**config.mk**
```make
export PLATFORM = sky130hd
export DESIGN_NAME = step_clock_ctrl
export DESIGN_NICKNAME = d
export VERILOG_FILES = /design/src/rtl/step_clock_ctrl.sv
export SDC_FILE = /design/constraint.sdc
export NUM_CORES = 1
export LEC_CHECK = 0
export ABC_AREA = 1
export CAP_MARGIN = 40
export CORE_ASPECT_RATIO = 1.25
export CORE_MARGIN = 2
export CORE_UTILIZATION = 60
export DETAILED_ROUTE_END_ITERATION = 8
export GPL_TIMING_DRIVEN = 0
export PLACE_DENSITY = 0.82
export SETUP_SLACK_MARGIN = 0.1
export SLEW_MARGIN = 10
export SYNTH_ARGS = -nofsm -noshare
export SYNTH_HDL_FRONTEND = slang
export SYNTH_SLANG_ARGS = --single-unit
```
**constraint.sdc**
```tcl
create_clock -name Clk -period 3 [get_ports Clk]
set_input_delay 0.45 -clock Clk [delete_from_list [all_inputs] [get_ports Clk]]
set_output_delay 0.45 -clock Clk [all_outputs]
set_load 0.1 [all_outputs]
```
**src/rtl/step_clock_ctrl.sv**
```systemverilog
// rtl/step_clock_ctrl.sv - free-run / single-step clock generator for the instruction fetch unit
// Optional STEP_BURST_EN: each accepted button press issues BURST_LEN back-to-back steps.
module step_clock_ctrl #(
  parameter int DIV_COUNT  = 50000000,
  parameter int DEB_CYCLES = 1000000,
  parameter int PULSE_LEN  = 4,
  parameter int BURST_LEN  = 4
) (
  input  logic        Clk,
  input  logic        Reset,
  input  logic        RunMode,
  input  logic        StepBtn,
  output logic        ClkOut,
  output logic        Tick,
  output logic [15:0] StepCount,
  output logic        Busy
);
  localparam int DIV_W = (DIV_COUNT > 1) ? $clog2(DIV_COUNT) : 1;
  localparam int DEB_W = (DEB_CYCLES > 1) ? $clog2(DEB_CYCLES) : 1;
  localparam int PUL_W = (PULSE_LEN > 1) ? $clog2(PULSE_LEN) : 1;

  if (DIV_COUNT < 2 * PULSE_LEN + 2 || BURST_LEN < 1 || DEB_CYCLES < 1) begin : g_param_check
    $error("step_clock_ctrl: illegal parameter combination");
  end

  typedef enum logic [1:0] {IDLE, HIGH, GUARD} state_t;
  state_t state, state_next;

  logic             run_meta, run_sync, run_prev, btn_meta, btn_sync;
  logic             stable, stable_prev;
  logic [DEB_W-1:0] deb_cnt;
  logic [DIV_W-1:0] div_cnt;
  logic [PUL_W-1:0] ph_cnt;
  logic [15:0]      step_cnt;
  logic             pending, pending_next;
  logic             clk_out, tick;
  logic             mode_change, run_trig, step_trig, trig, start, ph_done;
`ifdef STEP_BURST_EN
  localparam int BUR_W = $clog2(BURST_LEN + 1);
  logic [BUR_W-1:0] burst_left, burst_next;
`endif

  always_ff @(posedge Clk) begin
    if (Reset) begin
      run_meta <= 1'b0;
      run_sync <= 1'b0;
      run_prev <= 1'b0;
      btn_meta <= 1'b0;
      btn_sync <= 1'b0;
    end else begin
      run_meta <= RunMode;
      run_sync <= run_meta;
      run_prev <= run_sync;
      btn_meta <= StepBtn;
      btn_sync <= btn_meta;
    end
  end

  // Debounce: the level is accepted only after DEB_CYCLES consecutive disagreeing samples.
  always_ff @(posedge Clk) begin
    if (Reset) begin
      stable      <= 1'b0;
      stable_prev <= 1'b0;
      deb_cnt     <= '0;
    end else begin
      stable_prev <= stable;
      if (btn_sync == stable) begin
        deb_cnt <= '0;
      end else if (deb_cnt == DEB_W'(DEB_CYCLES - 1)) begin
        stable  <= ~stable;
        deb_cnt <= '0;
      end else begin
        deb_cnt <= deb_cnt + 1'b1;
      end
    end
  end

  assign mode_change = run_sync ^ run_prev;
  assign run_trig    = (div_cnt == DIV_W'(DIV_COUNT - 1));
  assign step_trig   = stable & ~stable_prev;
  assign trig        = run_sync ? (run_trig & ~mode_change) : step_trig;
  assign ph_done     = (ph_cnt == PUL_W'(PULSE_LEN - 1));

  always_ff @(posedge Clk) begin
    if (Reset || mode_change || run_trig) div_cnt <= '0;
    else                                  div_cnt <= div_cnt + 1'b1;
  end

  always_comb begin
    state_next   = state;
    pending_next = pending;
    start        = 1'b0;
`ifdef STEP_BURST_EN
    burst_next   = burst_left;
`endif
    case (state)
      IDLE: begin
`ifdef STEP_BURST_EN
        if (burst_left != '0 && !mode_change) begin
          start      = 1'b1;
          state_next = HIGH;
          burst_next = burst_left - 1'b1;
          if (step_trig && !run_sync) pending_next = 1'b1;
        end else
`endif
        if (trig || (pending && !mode_change)) begin
          start        = 1'b1;
          state_next   = HIGH;
          pending_next = 1'b0;
`ifdef STEP_BURST_EN
          burst_next   = run_sync ? '0 : BUR_W'(BURST_LEN - 1);
`endif
        end
      end
      HIGH:    if (ph_done) state_next = GUARD;
      GUARD:   if (ph_done) state_next = IDLE;
      default: state_next = IDLE;
    endcase
    // Presses while a pulse is in flight collapse into a single pending request.
    if (state != IDLE && step_trig && !run_sync) pending_next = 1'b1;
    if (mode_change) begin
      pending_next = 1'b0;
`ifdef STEP_BURST_EN
      burst_next   = '0;
`endif
    end
  end

  always_ff @(posedge Clk) begin
    if (Reset) begin
      state    <= IDLE;
      ph_cnt   <= '0;
      pending  <= 1'b0;
      clk_out  <= 1'b0;
      tick     <= 1'b0;
      step_cnt <= '0;
`ifdef STEP_BURST_EN
      burst_left <= '0;
`endif
    end else begin
      state   <= state_next;
      pending <= pending_next;
      clk_out <= (state_next == HIGH);
      tick    <= start;
      ph_cnt  <= (state_next != state) ? '0 : ph_cnt + 1'b1;
      if (start) step_cnt <= step_cnt + 16'd1;
`ifdef STEP_BURST_EN
      burst_left <= burst_next;
`endif
    end
  end

  assign ClkOut    = clk_out;
  assign Tick      = tick;
  assign StepCount = step_cnt;
  assign Busy      = (state != IDLE);

endmodule
```
# ---- Word-level counts from Yosys, hierarchy flattened
# Index checks and enable logic that the tools add are counted.
dict set report classes {
  n_mul 0
  n_reduce_logical 17
  n_shift 0
  n_lt_le_gt_ge 0
  addsub 4
  div 0
  muxes 10
  bitwise 7
  n_eq_ne 8
}
# cell n
set op_table {}
lappend op_table {{$add A26 B1 Y26 const B} 1}
lappend op_table {{$eq A26 B26 Y1 const B} 1}
lappend op_table {{$add A20 B1 Y20 const B} 1}
lappend op_table {{$eq A20 B20 Y1 const B} 1}
lappend op_table {{$add A16 B1 Y16 const B} 1}
lappend op_table {{$mux W1} 6}
lappend op_table {{$mux W2} 3}
lappend op_table {{$pmux W2 S3} 1}
lappend op_table {{$reduce_bool A2 Y1} 3}
lappend op_table {{$eq A2 B1 Y1 const B} 2}
lappend op_table {{$eq A2 B2 Y1 const B} 2}
lappend op_table {{$not A1 Y1} 4}
lappend op_table {{$reduce_and A2 Y1} 2}
lappend op_table {{$reduce_or A2 Y1} 2}
lappend op_table {{$logic_and A1 B1 Y1} 3}
lappend op_table {{$logic_or A1 B1 Y1} 3}
lappend op_table {{$reduce_or A3 Y1} 1}
lappend op_table {{$add A2 B1 Y2 const B} 1}
lappend op_table {{$and A1 B1 Y1} 2}
lappend op_table {{$logic_not A1 Y1} 2}
lappend op_table {{$logic_not A2 Y1} 1}
lappend op_table {{$ne A2 B2 Y1} 1}
lappend op_table {{$eq A1 B1 Y1} 1}
lappend op_table {{$xor A1 B1 Y1} 1}
dict set report word_totals {
  rom_bits 0
  latchBits 0
  input_bits 4
  mem_count 0
  regBits 76
  mem_bits_rw 0
}

# ---- Depth between registers and ports, before layout
# Gate-level depths: netlist of run 1.
dict set report depth {
  word_depth 9
  depth_mapped 11
}

# ---- Worst setup path before layout of run 1
# OpenSTA, ideal clock, no wires.
dict set report synth_timing {
  path_kind {flip-flop to flip-flop}
  startpoint {register step_cnt[1] (netlist: StepCount[1])}
  endpoint {register step_cnt[14] (netlist: StepCount[14])}
  path_slack_ps 728
  stages_incl_launch_ff 9
  required_ps 2868
  period_less_slack_ps 2272
  t_arrival_ps 2139
  cell_sequence {dfxtp_1 -> ha_1 -> nand2_1 -> nor3_1 -> nand3_1 -> nand2_1 -> nand2_1 -> nand3_1 -> a21oi_1}
}
dict set report synth_via {
  elab_chain_len 1
}
# element line
set synth_lines {}
lappend synth_lines {{from (decl)} 34} ;# logic [15:0] step_cnt;
lappend synth_lines {{from (signal assigned)} 146} ;# if (start) step_cnt <= step_cnt + 16'd1;
lappend synth_lines {{$add A16 B1 Y16} 146}
# No other way between the ends.
# A chain may end at the register's enable or synchronous reset.

# ---- Worst setup path after layout of run 1
dict set report layout_timing {
  startpoint {register state[1]}
  endpoint {output Busy}
}
dict set report layout_via {
  elab_chain_len 1
}
# element line
set layout_lines {}
lappend layout_lines {{from (decl)} 27} ;# state_t state, state_next;
lappend layout_lines {{from (signal assigned)} 141} ;# state <= state_next;
lappend layout_lines {{$reduce_bool A2 Y1} 156} ;# assign Busy = (state != IDLE);
lappend layout_lines {{to (decl)} 16} ;# output logic Busy
# No other way between the ends.

==> results.txt, run 1 <==
- The run finished with clean final reports.
* First-pass iteration count of the detailed router: 5
- The min-delay analysis places its worst path in the category register to register.
* Psw: around 0.47 mW
* Proportion of power drawn by combinational gates: 0.034
- Setup violations remaining at the end of the flow were counted as 0.
* Sequential fraction of the synthesis area: 0.396
- Overall die area: 7060 um2
- By area, the combinational part of the netlist is dominated by simple AND/OR/NAND/NOR gates.
- Wirelength per Cell: 12.9 um
- Vias in the first global route: between 3000 and 4000
- Residual DRC: 0
* Top delay family on crit path: buffers and inverters
- The portion of synthesized area spent on multiplexers is 0.
* Dpl cells: slightly below 700
- Root buffer cell: sky130_fd_sc_hd__clkbuf_8
* Std-Cell Core Area: just over 6000 um2
- Clock transition at the registers of the reported paths: ~90 ps
* # clock sinks: 76
- Power comes to around 1.9 mW.
- RePlAce Congestion: roughly 0.95
- Int Pwr: roughly 1.4 mW
- Setup TNS: 0 ps
- The tool flagged a number of max-cap violations equal to 0.
- TritonCTS built the clock tree.
- The wire-length estimate of the detail-placed layout is 6.65 mm.
* Slew at the pin closest to its max-slew limit: 836 ps
- The net count of the finished layout is 614.
* Count of inserted antenna diode cells: 0
- The analysis attributes to cell leakage a power of around 1.7 nW.
- Remaining max-slew budget at the tightest pin: 0.438
* Per-cell via count in the routed design: between 5 and 6
- For this run, the number of Yosys warnings is 0.
- Entering global routing, the biggest net connects 16 pins.
* Endpoint required time on the critical path: 2550 ps
- Power spread over the standard cell area amounts to around 410 nW/um2.
- Count of nets left with antenna violations after detail routing: 0
* Post-cts hold buffer count: 0
* Simple-gate portion of the synthesized area: 0.385
- For the worst setup path, the data arrival time is 1710 ps.
- The synthesized netlist occupies a cell area of between 3000 and 4000 um2.
- At the later pin of the worst-skew pair, clock insertion delay measures around 360 ps.
* Post-layout min period: between 2000 and 2500 ps
* Sum of buffers and inverters on the critical path: 2
- The area growth from synthesis to layout is 21.1%.
- Aggregate routed wire length: 8.99 mm
* GR Util All Layers: 0.274
- The first global-routing pass estimated ~15 mm of wire.
- The number of nets handed over by synthesis was 563.
- The worst setup path is launched from a register.
* Number of hold violations in the final report: 0
- The max-slew violation total from the final report was 0.
- Across the VDD grid, the largest voltage drop is ~0.35 mV.
* Switching part of the total: 0.246
- The H-tree was split into 3 levels.
* Worst path max stage delay: between 500 and 600 ps
- Of the total power, registers draw 0.539.
- The slowest stage of the critical path belongs to the cell sky130_fd_sc_hd__clkdlybuf4s50_1.
- The share of total power dissipated in the clock network is 0.427.
- From left edge to right edge, the die measures roughly 76 um.
- Tcrit/Tclk final: 0.720
- Num CTS Buffers: 9
- Along the worst path, the maximum fanout reaches 4.
- Of the total synthesized cell area, the portion taken by full adders, half adders and majority gates is 0.0130.
* Final Util: 0.754
* Violation count after the first detailed-route iteration: 290
* Initial Util: 0.623
* Crit end category: output port
- Detailed-route via count: roughly 3700
- Post-CTS repair changed the size of 0 cells.
* Highest Clock Rate: around 460 MHz
* # rows: 32
- The post-synthesis compound-gate area fraction came to 0.0799.
* Fraction of layout cells with a size suffix above 1: 0.105
- Dividing the synthesized area by the synthesized cell count gives around 7 um2.
- The longest clock path from root to sink contains 2 buffers.
- The worst setup path is of the register to output port kind.
* Grt ovf: 0
- Count of mapped cells out of synthesis: 555
- #FFs+latches synth: 76
- Count of buffers inserted at the top-level ports: 21
* Cells traversed along the worst timing path: or2_1, clkdlybuf4s50_1, buf_8
- The floorplan step set the die height to 93.4 um.
- Initial antenna violation count: 0
- Final hold slack: about 420 ps
- Unique cell type count in the Yosys netlist: 33
- Number of placed I/O pins: 23
- Of the total synthesized cell area, the portion taken by XOR and XNOR cells is 0.0456.
- RSZ-0062 raised after global routing: false
- Leaving out filler cells and counting taps, the final layout contains slightly below 700.
* Worst clock skew: about 8.6 ps
- Number of buffers inserted by post-CTS setup repair: 0
-- stage by stage --
stage	setup slack, ps	instance area [um2]
6_report	840	4650
4_1_cts	815	4650
3_3_place_gp	828	4160
5_1_grt	773	4650
2_1_floorplan	728	3840
3_5_place_dp	1070	4440
-- cells in the mapped netlist (all sizes together) --
library cell,n,area [um2]
o31ai,1,7.51
clkbuf,1,3.75
nor3,18,95.1
and3,1,6.26
or2,10,62.6
ha,4,50.1
nor3b,2,15.0
xor2,14,123
dfxtp,76,1520
nand4,19,119
nor4,1,6.26
buf,9,72.6
o21a,2,15.0
nand3b,8,60.1
nand2,141,559
nand3,45,230
o21ai,6,30.0
xnor2,6,52.6
inv,62,233
nor2,79,323
a21oi,50,254
-- layout by cell type, fill, tap and decap left out, drive strengths merged, types with 4 or more instances in the layout --
cell and count:
xor2 14, ha 4, nor3 18, nand3 45, dfxtp 76, nand2 141
xnor2 6, a21oi 50, inv 65, buf 28, nor2 79, clkbuf 10
nand4 19, clkdlybuf4s50 21, o21ai 6, or2 10, nand3b 8
-- power by group through the flow --
stage / Clock [mW] / Combinational, mW / Sequential, mW
after floorplan: 0 / 0.0454 / 1.05
after global placement: 0 / 0.0617 / 1.05
after detailed placement: 0 / 0.0651 / 1.05
after CTS: 0.818 / 0.0658 / 1.02
after global routing: 0.854 / 0.0741 / 1.03
final: 0.812 / 0.0654 / 1.02
-- cells by family (layout without fill, tap and decap cells) --
| logic type | Yosys count | after routing |
|---|---|---|
| and+or+nand+nor | 324 | 324 |
| xor gates and xnor gates | 20 | 20 |
| DFF | 76 | 76 |
| AOI/OAI and AO/OA | 59 | 59 |
| buffers and inverters | 72 | 128 |
| adders and majority gates | 4 | 4 |
-- final cells by class --
| cell class | instances | area, um2 |
|---|---|---|
| plain buffers | 10 | 76.3 |
| fillers | 459 | 1520 |
| multi-input cells | 407 | 2010 |
| flip-flops and latches | 76 | 1520 |
| repair buffers | 40 | 495 |
| clock buffers | 9 | 124 |
| inverters | 62 | 233 |
| well taps | 85 | 106 |
| clock inverters | 7 | 82.6 |
-- worst min-delay path: stages (launching register included) --
cell and delay (ps):
sky130_fd_sc_hd__dfxtp_1 310, sky130_fd_sc_hd__inv_1 40, sky130_fd_sc_hd__nor2_1 30
-- layer usage --
| layer | global-route usage | routed length, um | share of wire | vias to the layer above |
|---|---|---|---|---|
| met1 | 0.316 | 3740 | 0.42 | 1711 |
| met2 | 0.468 | 4590 | 0.51 | 113 |
| met3 | 0.0442 | 417 | 0.046 | 24 |
| li1 | - | - | - | 1894 |
| met4 | 0.152 | 238 | 0.026 | 0 |
| met5 | 0 | 0 | 0 | - |
-- flip-flops by register name, summed over array words and instances (netlist names) --
name	count
ClkOut	1
run_meta	1
run_prev	1
div_cnt	26
run_sync	1
deb_cnt	20
stable_prev	1
btn_meta	1
StepCount	16
stable	1
pending	1
ph_cnt	2
Tick	1
btn_sync	1
state	2
-- final timing paths --
kind / startpoint / to / slack, ps / depth (start not counted)
worst min-delay path: run_meta / run_sync / 420 / 2
worst max register to register: StepCount[0] / StepCount[14] / 1000 / 8
worst max-delay path: state[1] / Busy / 840 / 3
worst min register to register: run_meta / run_sync / 420 / 2
Note: power is estimated with default switching activity, not from simulation.
==> run 2: changes to the inputs <==
--- a/config.mk
+++ b/config.mk
@@ -9,10 +9,10 @@
 export CAP_MARGIN = 40
 export CORE_ASPECT_RATIO = 1.25
 export CORE_MARGIN = 2
-export CORE_UTILIZATION = 60
+export CORE_UTILIZATION = 53
 export DETAILED_ROUTE_END_ITERATION = 8
 export GPL_TIMING_DRIVEN = 0
-export PLACE_DENSITY = 0.82
+export PLACE_DENSITY = 0.77
 export SETUP_SLACK_MARGIN = 0.1
 export SLEW_MARGIN = 10
 export SYNTH_ARGS = -nofsm -noshare
==> constraint.sdc (replaced) <==
create_clock -name Clk -period 1.85 [get_ports Clk]
set_input_delay 0.2775 -clock Clk [delete_from_list [all_inputs] [get_ports Clk]]
set_output_delay 0.2775 -clock Clk [all_outputs]
set_load 0.1 [all_outputs]
==> run 2 against run 1 <==
First-iteration DRC count decreased by 19%. Largest power group unchanged. Highest routed layer unchanged. Core utilization decreased by 5.4 points. Final area increased by 5.0%. Critical path type is now register to register.
==> results.txt, run 2 (synthesis gave the netlist of run 1 again) <==
- Finished layout cell area: 4880 um2 (+5.0%)
- The die outline width is 80.1 um (+6.1%).
- Slew at the pin closest to its max-slew limit: 548 ps (-288 ps)
- The setup path with the least slack is of type register to register.
- The initial standard-cell utilization of the core came to 0.550 (-0.0723).
- Leaving out fill and tap cells, the most frequent cell in the layout is sky130_fd_sc_hd__nand2_1.
- Clock Tree Buf Depth: 2 (unchanged)
* Count of nets left with antenna violations after detail routing: 0 (unchanged)
- Largest net degree at the start of global routing: 15 (-1)
* Clock transition at the registers of the reported paths: 90 ps (about the same)
* First-pass iteration count of the detailed router: 6 (+1)
- The floorplan core area came to 6980 um2 (+13%).
- Counting flops per register, the top entry is div_cnt.
- The violation count after the first detailed-route iteration was 234 (-19%).
- The number of global-route vias before repair is 3680 (+0.93%).
- Count of buffers inserted at the top-level ports: 21 (unchanged)
- The cell sitting at the root of the clock tree is a sky130_fd_sc_hd__clkbuf_8.
- RePlAce Congestion: 0.938 (-1.3%)
- Number of nets in the layout: 620 (+0.98%)
- The top cell types in the final layout, fill and taps aside, are sky130_fd_sc_hd__nand2_1 (134), sky130_fd_sc_hd__nor2_1 (72), sky130_fd_sc_hd__inv_1 (61).
- The vias after detailed routing was 3823 (+2.2%).
* Fraction of layout cells with a size suffix above 1: 0.164 (+0.0589)
- CP max FO: 5 (+1)
- The flow ran to the end, and the final reports show no timing, DRC or antenna violations.
- Endpoints failing setup: 0 (unchanged)
* Tcrit/Tclk final: 0.923
- GR Util All Layers: 0.244 (-0.0298)
* Worst clock skew: 15.1 ps (+6.51 ps)
- The I/O pin total came to 23 (unchanged).
* Slew Limit Fails: 0 (unchanged)
* Residual DRC: 0 (unchanged)
- Total Power: 2.93 mW (+54%)
- Wire length of the first global-routing pass: 15.6 mm (+2.7%)
* Per-cell via count in the routed design: 5.41 (+0.58%)
- Grt ovf: 0 (unchanged)
* Startpoint kind of the worst setup timing path: register
- The worst path arrival time came to 1990 ps (+280 ps).
- Area added between synthesis and finish: 27.2%
- # clock sinks: 76 (unchanged)
- Derived from the worst setup path, the maximum achievable clock frequency is between 500 and 600 MHz.
- Post-cts hold buffer count: 0 (unchanged)
- CTS tree: built
- The routed length per placed instance came to 13.4 um (+3.5%).
* Num CTS Buffers: 9 (unchanged)
* Dpl cells: 685 (+0.74%)
- Setup repair after global routing left no endpoint under its margin.
- The area of the die came to 7940 um2 (+13%).
- The number of antenna cells inserted was 0 (unchanged).
* Remaining max-slew budget at the tightest pin: 0.632 (+0.194)
* Insertion delay to the later sink of the worst-skew pair: 350 ps (about the same)
- The final cell count without fillers is 707 (+1.6%).
- Hold crit path type: input pin to register
* Area after detailed placement: 4490 um2 (+1.2%)
- Final Util: 0.700 (-0.0540)
* Power density normalized to cell area: 601 nW/um2 (+47%)
- The largest vdd supply drop was 0.345 mV (-1.4%).
- Endpoint required time on the critical path: 2130 ps (-420 ps)
- # rows: 34 (+6.3%)
- The count of final hold-check violations came to 0 (unchanged).
* Count of maximum capacitance violations: 0 (unchanged)
- Aggregate routed wire length: 9.45 mm (+5.2%)
* Static leakage: 1.90 nW (+13%)
- The final HPWL from detailed placement was 6.75 mm (+1.5%).
- The height of the die is 99.2 um (+6.1%).
* Initial antenna violation count: 0 (unchanged)
- # H-tree levels: 3 (unchanged)
* Post-layout min period: between 1500 and 2000 ps
- The worst hold-check slack came to 199 ps (-216 ps).
- The number of flip-flops in the largest register came to 26 (unchanged).
- Crit end category: register
## run 2: metal layers
metal	GRT usage	up-vias	wire (um)
met2	0.448	116	4980
li1	-	1908	-
met5	0	-	0
met3	0.0399	21	390
met4	0.107	0	190
met1	0.273	1778	3890
## run 2: power breakdown
group	leakage (nW)	internal [mW]	total (mW)	switching (mW)
combinational	1.19	0.0434	0.121	0.0771
sequential	0.625	1.65	1.66	0.0133
clock	0.0838	0.500	1.15	0.652
total	1.90	2.19	2.93	0.743
## run 2: timing repair
item	CTS	global route
endpoints found under the setup margin	74	41
resized for setup	33	23
setup buffers	2	4
pin swaps	2	3
cloned	0	0
## run 2: final cells by class
class,count,area [um2]
repair buffers,46,643
multi-input cells,407,2080
plain buffers,10,85.1
well taps,90,113
flip-flops and latches,76,1560
clock inverters,6,47.5
fillers,558,2100
inverters,62,233
clock buffers,10,128
## run 2: worst paths after layout
kind	from	to	slack, ps	depth (start not counted)
setup / recovery	StepCount[0]	StepCount[14]	140	7
hold reg to reg	btn_meta	btn_sync	420	2
hold / removal	Reset	StepCount[0]	200	2
setup reg to reg	StepCount[0]	StepCount[14]	140	7
## run 2: through the flow
stage	setup TNS (ps)	setup slack, ps
2_1_floorplan	0	101
3_3_place_gp	-3890	-141
3_5_place_dp	-5280	-171
4_1_cts	0	100
5_1_grt	0	50.0
6_report	0	142
## run 2: critical path: stages, from the launching register on
cell and delay (ps):
sky130_fd_sc_hd__dfxtp_4 380, sky130_fd_sc_hd__ha_1 190, sky130_fd_sc_hd__nand2_1 110, sky130_fd_sc_hd__nor3_2 380
sky130_fd_sc_hd__nand4_1 200, sky130_fd_sc_hd__nand2_1 160, sky130_fd_sc_hd__nand3_1 90, sky130_fd_sc_hd__a21oi_1 130
==> run 3: changes to the inputs <==
--- a/config.mk
+++ b/config.mk
@@ -8,11 +8,10 @@
 export ABC_AREA = 1
 export CAP_MARGIN = 40
 export CORE_ASPECT_RATIO = 1.25
-export CORE_MARGIN = 2
-export CORE_UTILIZATION = 53
+export CORE_UTILIZATION = 59
 export DETAILED_ROUTE_END_ITERATION = 8
 export GPL_TIMING_DRIVEN = 0
-export PLACE_DENSITY = 0.77
+export PLACE_DENSITY = 0.81
 export SETUP_SLACK_MARGIN = 0.1
 export SLEW_MARGIN = 10
 export SYNTH_ARGS = -nofsm -noshare
==> constraint.sdc (replaced) <==
create_clock -name Clk -period 1.7 [get_ports Clk]
set_input_delay 0.255 -clock Clk [delete_from_list [all_inputs] [get_ports Clk]]
set_output_delay 0.255 -clock Clk [all_outputs]
set_load 0.1 [all_outputs]
==> run 3 against run 2 <==
Largest power group unchanged. First-iteration DRC count grew to 4.8 times the previous value. Global-route usage increased by 15 points. Highest routed layer is now met5. Flip-flop and latch count unchanged. Die area decreased by 14%. The run now ends with design-rule violations, negative setup slack left. Cell count rose by 2.4%. Setup slack lost 660 ps.
==> results.txt, run 3 (synthesis gave the netlist of run 1 again) <==
- Insertion delay to the later sink of the worst-skew pair: 390 ps (+40 ps)
- The hold path depth was 2 (unchanged).
- The static power due to leakage came to 2.05 nW (+7.8%).
- The power per unit of standard cell area is 667 nW/um2 (+11%).
- Crit path top cell by count: sky130_fd_sc_hd__nand2_1
- Classification of the worst setup path: register to register
- The wire length on met2 came to 6.93 mm (+39%).
* Clock Tree Buf Depth: 2 (unchanged)
- Number of nets in the layout: 641 (+3.4%)
- Root buffer cell: sky130_fd_sc_hd__clkbuf_8
* Top Metal Used: met5
- Setup TNS: -1320 ps (-1320 ps)
* Sum of buffers and inverters on the critical path: 0 (unchanged)
* Initial Util: 0.615 (+0.0644)
- The total global routing track utilization is 0.391 (+0.147).
* CTS tree: built
- Initial antenna violation count: 2 (+2)
- Wire length of the first global-routing pass: 20.0 mm (+28%)
- The clock-pin slew on the worst setup and hold paths was 110 ps (+20 ps).
- The largest individual stage delay along the critical path comes from the cell sky130_fd_sc_hd__o21ai_0.
- Largest net degree at the start of global routing: 15 (unchanged)
* Count of maximum capacitance violations: 0 (unchanged)
* Worst clock skew: 27.0 ps (+12.0 ps)
- In this run the worst hold path is classified as input pin to register.
* Startpoint kind of the worst setup timing path: register
- The flow ran to the end, but the final reports show violations.
- The average vias per placed instance is 6.72 (+24%).
- Post-layout worst setup margin: -522 ps (-664 ps)
* First-pass iteration count of the detailed router: 9 (+3)
- Overall die area: 6830 um2 (-14%)
* Highest Clock Rate: 450 MHz (-23%)
- The final worst-path cycle share is 1.31 (+0.384).
* Highest-count cells in the layout ignoring fill and taps: sky130_fd_sc_hd__nand2_1 (129), sky130_fd_sc_hd__nor2_1 (65), sky130_fd_sc_hd__inv_1 (59)
- Startpoint of the lowest-slack hold path: Reset
* Maximum resistive drop on vdd: 0.510 mV (+48%)
- The worst path arrival time is 2490 ps (+500 ps).
- The number of buffers inserted during clock tree synthesis came to 9 (unchanged).
- The number of flip-flops in the largest register was 26 (unchanged).
* Horiz. Die Dim: 74.1 um (-7.5%)
- Flop-to-flop setup slack: -520 ps (-660 ps)
- Slew at the pin closest to its max-slew limit: 873 ps (+325 ps)
* RePlAce Congestion: 0.888 (-5.2%)
- Area added between synthesis and finish: 43.5%
- The endpoint required time on the critical path came to 1970 ps (-160 ps).
* Std-Cell Core Area: 6250 um2 (-10%)
- Number of hold violations in the final report: 0 (unchanged)
- Wirelength per Cell: 23.1 um (+73%)
* Count of buffers inserted at the top-level ports: 21 (unchanged)
- # H-tree levels: 3 (unchanged)
* Residual DRC: 64 (+64)
- Aggregate routed wire length: 16.7 mm (+77%)
- The height of the die was 92.2 um (-7.0%).
* Finished layout cell area: 5510 um2 (+13%)
- Largest register by flop count: div_cnt
- The instance area at placement was 4490 um2 (about the same).
- The number of routed nets with antenna violations came to 0 (unchanged).
- M1 WL: 5.41 mm (+39%)
- The number of sinks handled by clock tree synthesis came to 76 (unchanged).
* Number of cells on the critical path: 7 (unchanged)
- Crit end category: register
- The number of endpoints failing setup at the final stage was 13 (+13).
* # rows: 32 (-5.9%)
- Detailed-route via count: 4862 (+27%)
- For hold timing, the worst endpoint is StepCount[2].
- Traced cell by cell, the critical path runs through nand2_1, nor2_1, nand2_2, o21ai_0, nand2_1, nand3_1, a21oi_2.
* Cells on worst reg2reg path: 7 (unchanged)
- The violation count after the first detailed-route iteration is 1114 (+380%).
* Fraction of layout cells with a size suffix above 1: 0.293 (+0.129)
* Dpl hpwl: 6.84 mm (+1.4%)
- In this run the critical register-to-register path is launched from StepCount[4].
* Worst path max stage delay: 730 ps (+350 ps)
* RSZ-0062 raised after global routing: true
- The I/O pin total is 23 (unchanged).
- Terminus of the critical flop-to-flop path: StepCount[15]
* Non-filler instance count after layout: 724 (+2.4%)
- Grt ovf: 0 (unchanged)
* Vias in the first global route: 4130 (+12%)
- Leaving out fill and tap cells, the most frequent cell in the layout is sky130_fd_sc_hd__nand2_1.
* Post-layout min period: 2220 ps (+514 ps)
- The relative max-transition margin was 0.412 (-0.220).
- Wire length on met3: 2.50 mm (+540%)
* Violated checks: design-rule violations, negative setup slack
* Top delay family on crit path: simple AND/OR/NAND/NOR gates
- The worst-path maximum fanout is 5 (unchanged).
* Dpl cells: 680 (-0.73%)
- The max-slew violation total from the final report came to 0 (unchanged).
run 3: cell count changes in the layout (fill, tap and decap cells not counted), moves of 10 or more:
cell | previous run | this run
sky130_fd_sc_hd__dfxtp_1 | 56 | 38
sky130_fd_sc_hd__a21oi_1 | 49 | 35
sky130_fd_sc_hd__nand3_1 | 42 | 31
sky130_fd_sc_hd__buf_4 | 10 | 23
sky130_fd_sc_hd__a21oi_2 | 1 | 12
sky130_fd_sc_hd__dfxtp_2 | 16 | 26
run 3: through the flow:
stage	utilization	total power [mW]	hold WS (ps)	setup slack (ps)
after CTS	0.816	3.55	183	10.6
after detailed placement	0.719	1.96	395	-263
after global routing	0.882	3.74	203	-371
final	0.882	3.67	206	-522
after floorplan	-	1.92	362	101
after global placement	0.674	1.95	391	-207
run 3: cell type report:
cell class / instances / area, um2
flip-flops and latches: 76 / 1600
well taps: 85 / 106
repair buffers: 67 / 863
clock inverters: 6 / 92.6
inverters: 62 / 233
fillers: 263 / 736
multi-input cells: 407 / 2380
plain buffers: 10 / 96.3
diodes: 1 / 2.50
clock buffers: 10 / 138
run 3: repair_timing:
item	in CTS	in global routing
pin swaps	13	20
hold endpoints to repair	0	0
gates cloned	2	1
gates resized for setup	77	80
setup endpoints to repair	88	49
hold buffers	0	0
setup buffers	14	12
run 3: routing by layer:
| metal | up-vias | track usage |
|---|---|---|
| met5 | - | 0 |
| met4 | 4 | 0.221 |
| met3 | 224 | 0.113 |
| met2 | 533 | 0.624 |
| met1 | 2142 | 0.459 |
| li1 | 1959 | - |
run 3: worst max-delay path by stage:
stage                       startpoint             to  slack, ps
after global placement        state[1]           Busy       -210
after floorplan               state[0]   StepCount[4]        100
after global routing      StepCount[2]  StepCount[15]       -370
after CTS                     state[0]           Busy         10
after detailed placement    deb_cnt[0]     deb_cnt[0]       -260
final                     StepCount[4]  StepCount[15]       -520
run 3: power by group:
group	switching, mW	internal [mW]	total, mW
sequential	0.0159	1.78	1.80
combinational	0.128	0.0707	0.198
clock	0.800	0.881	1.68
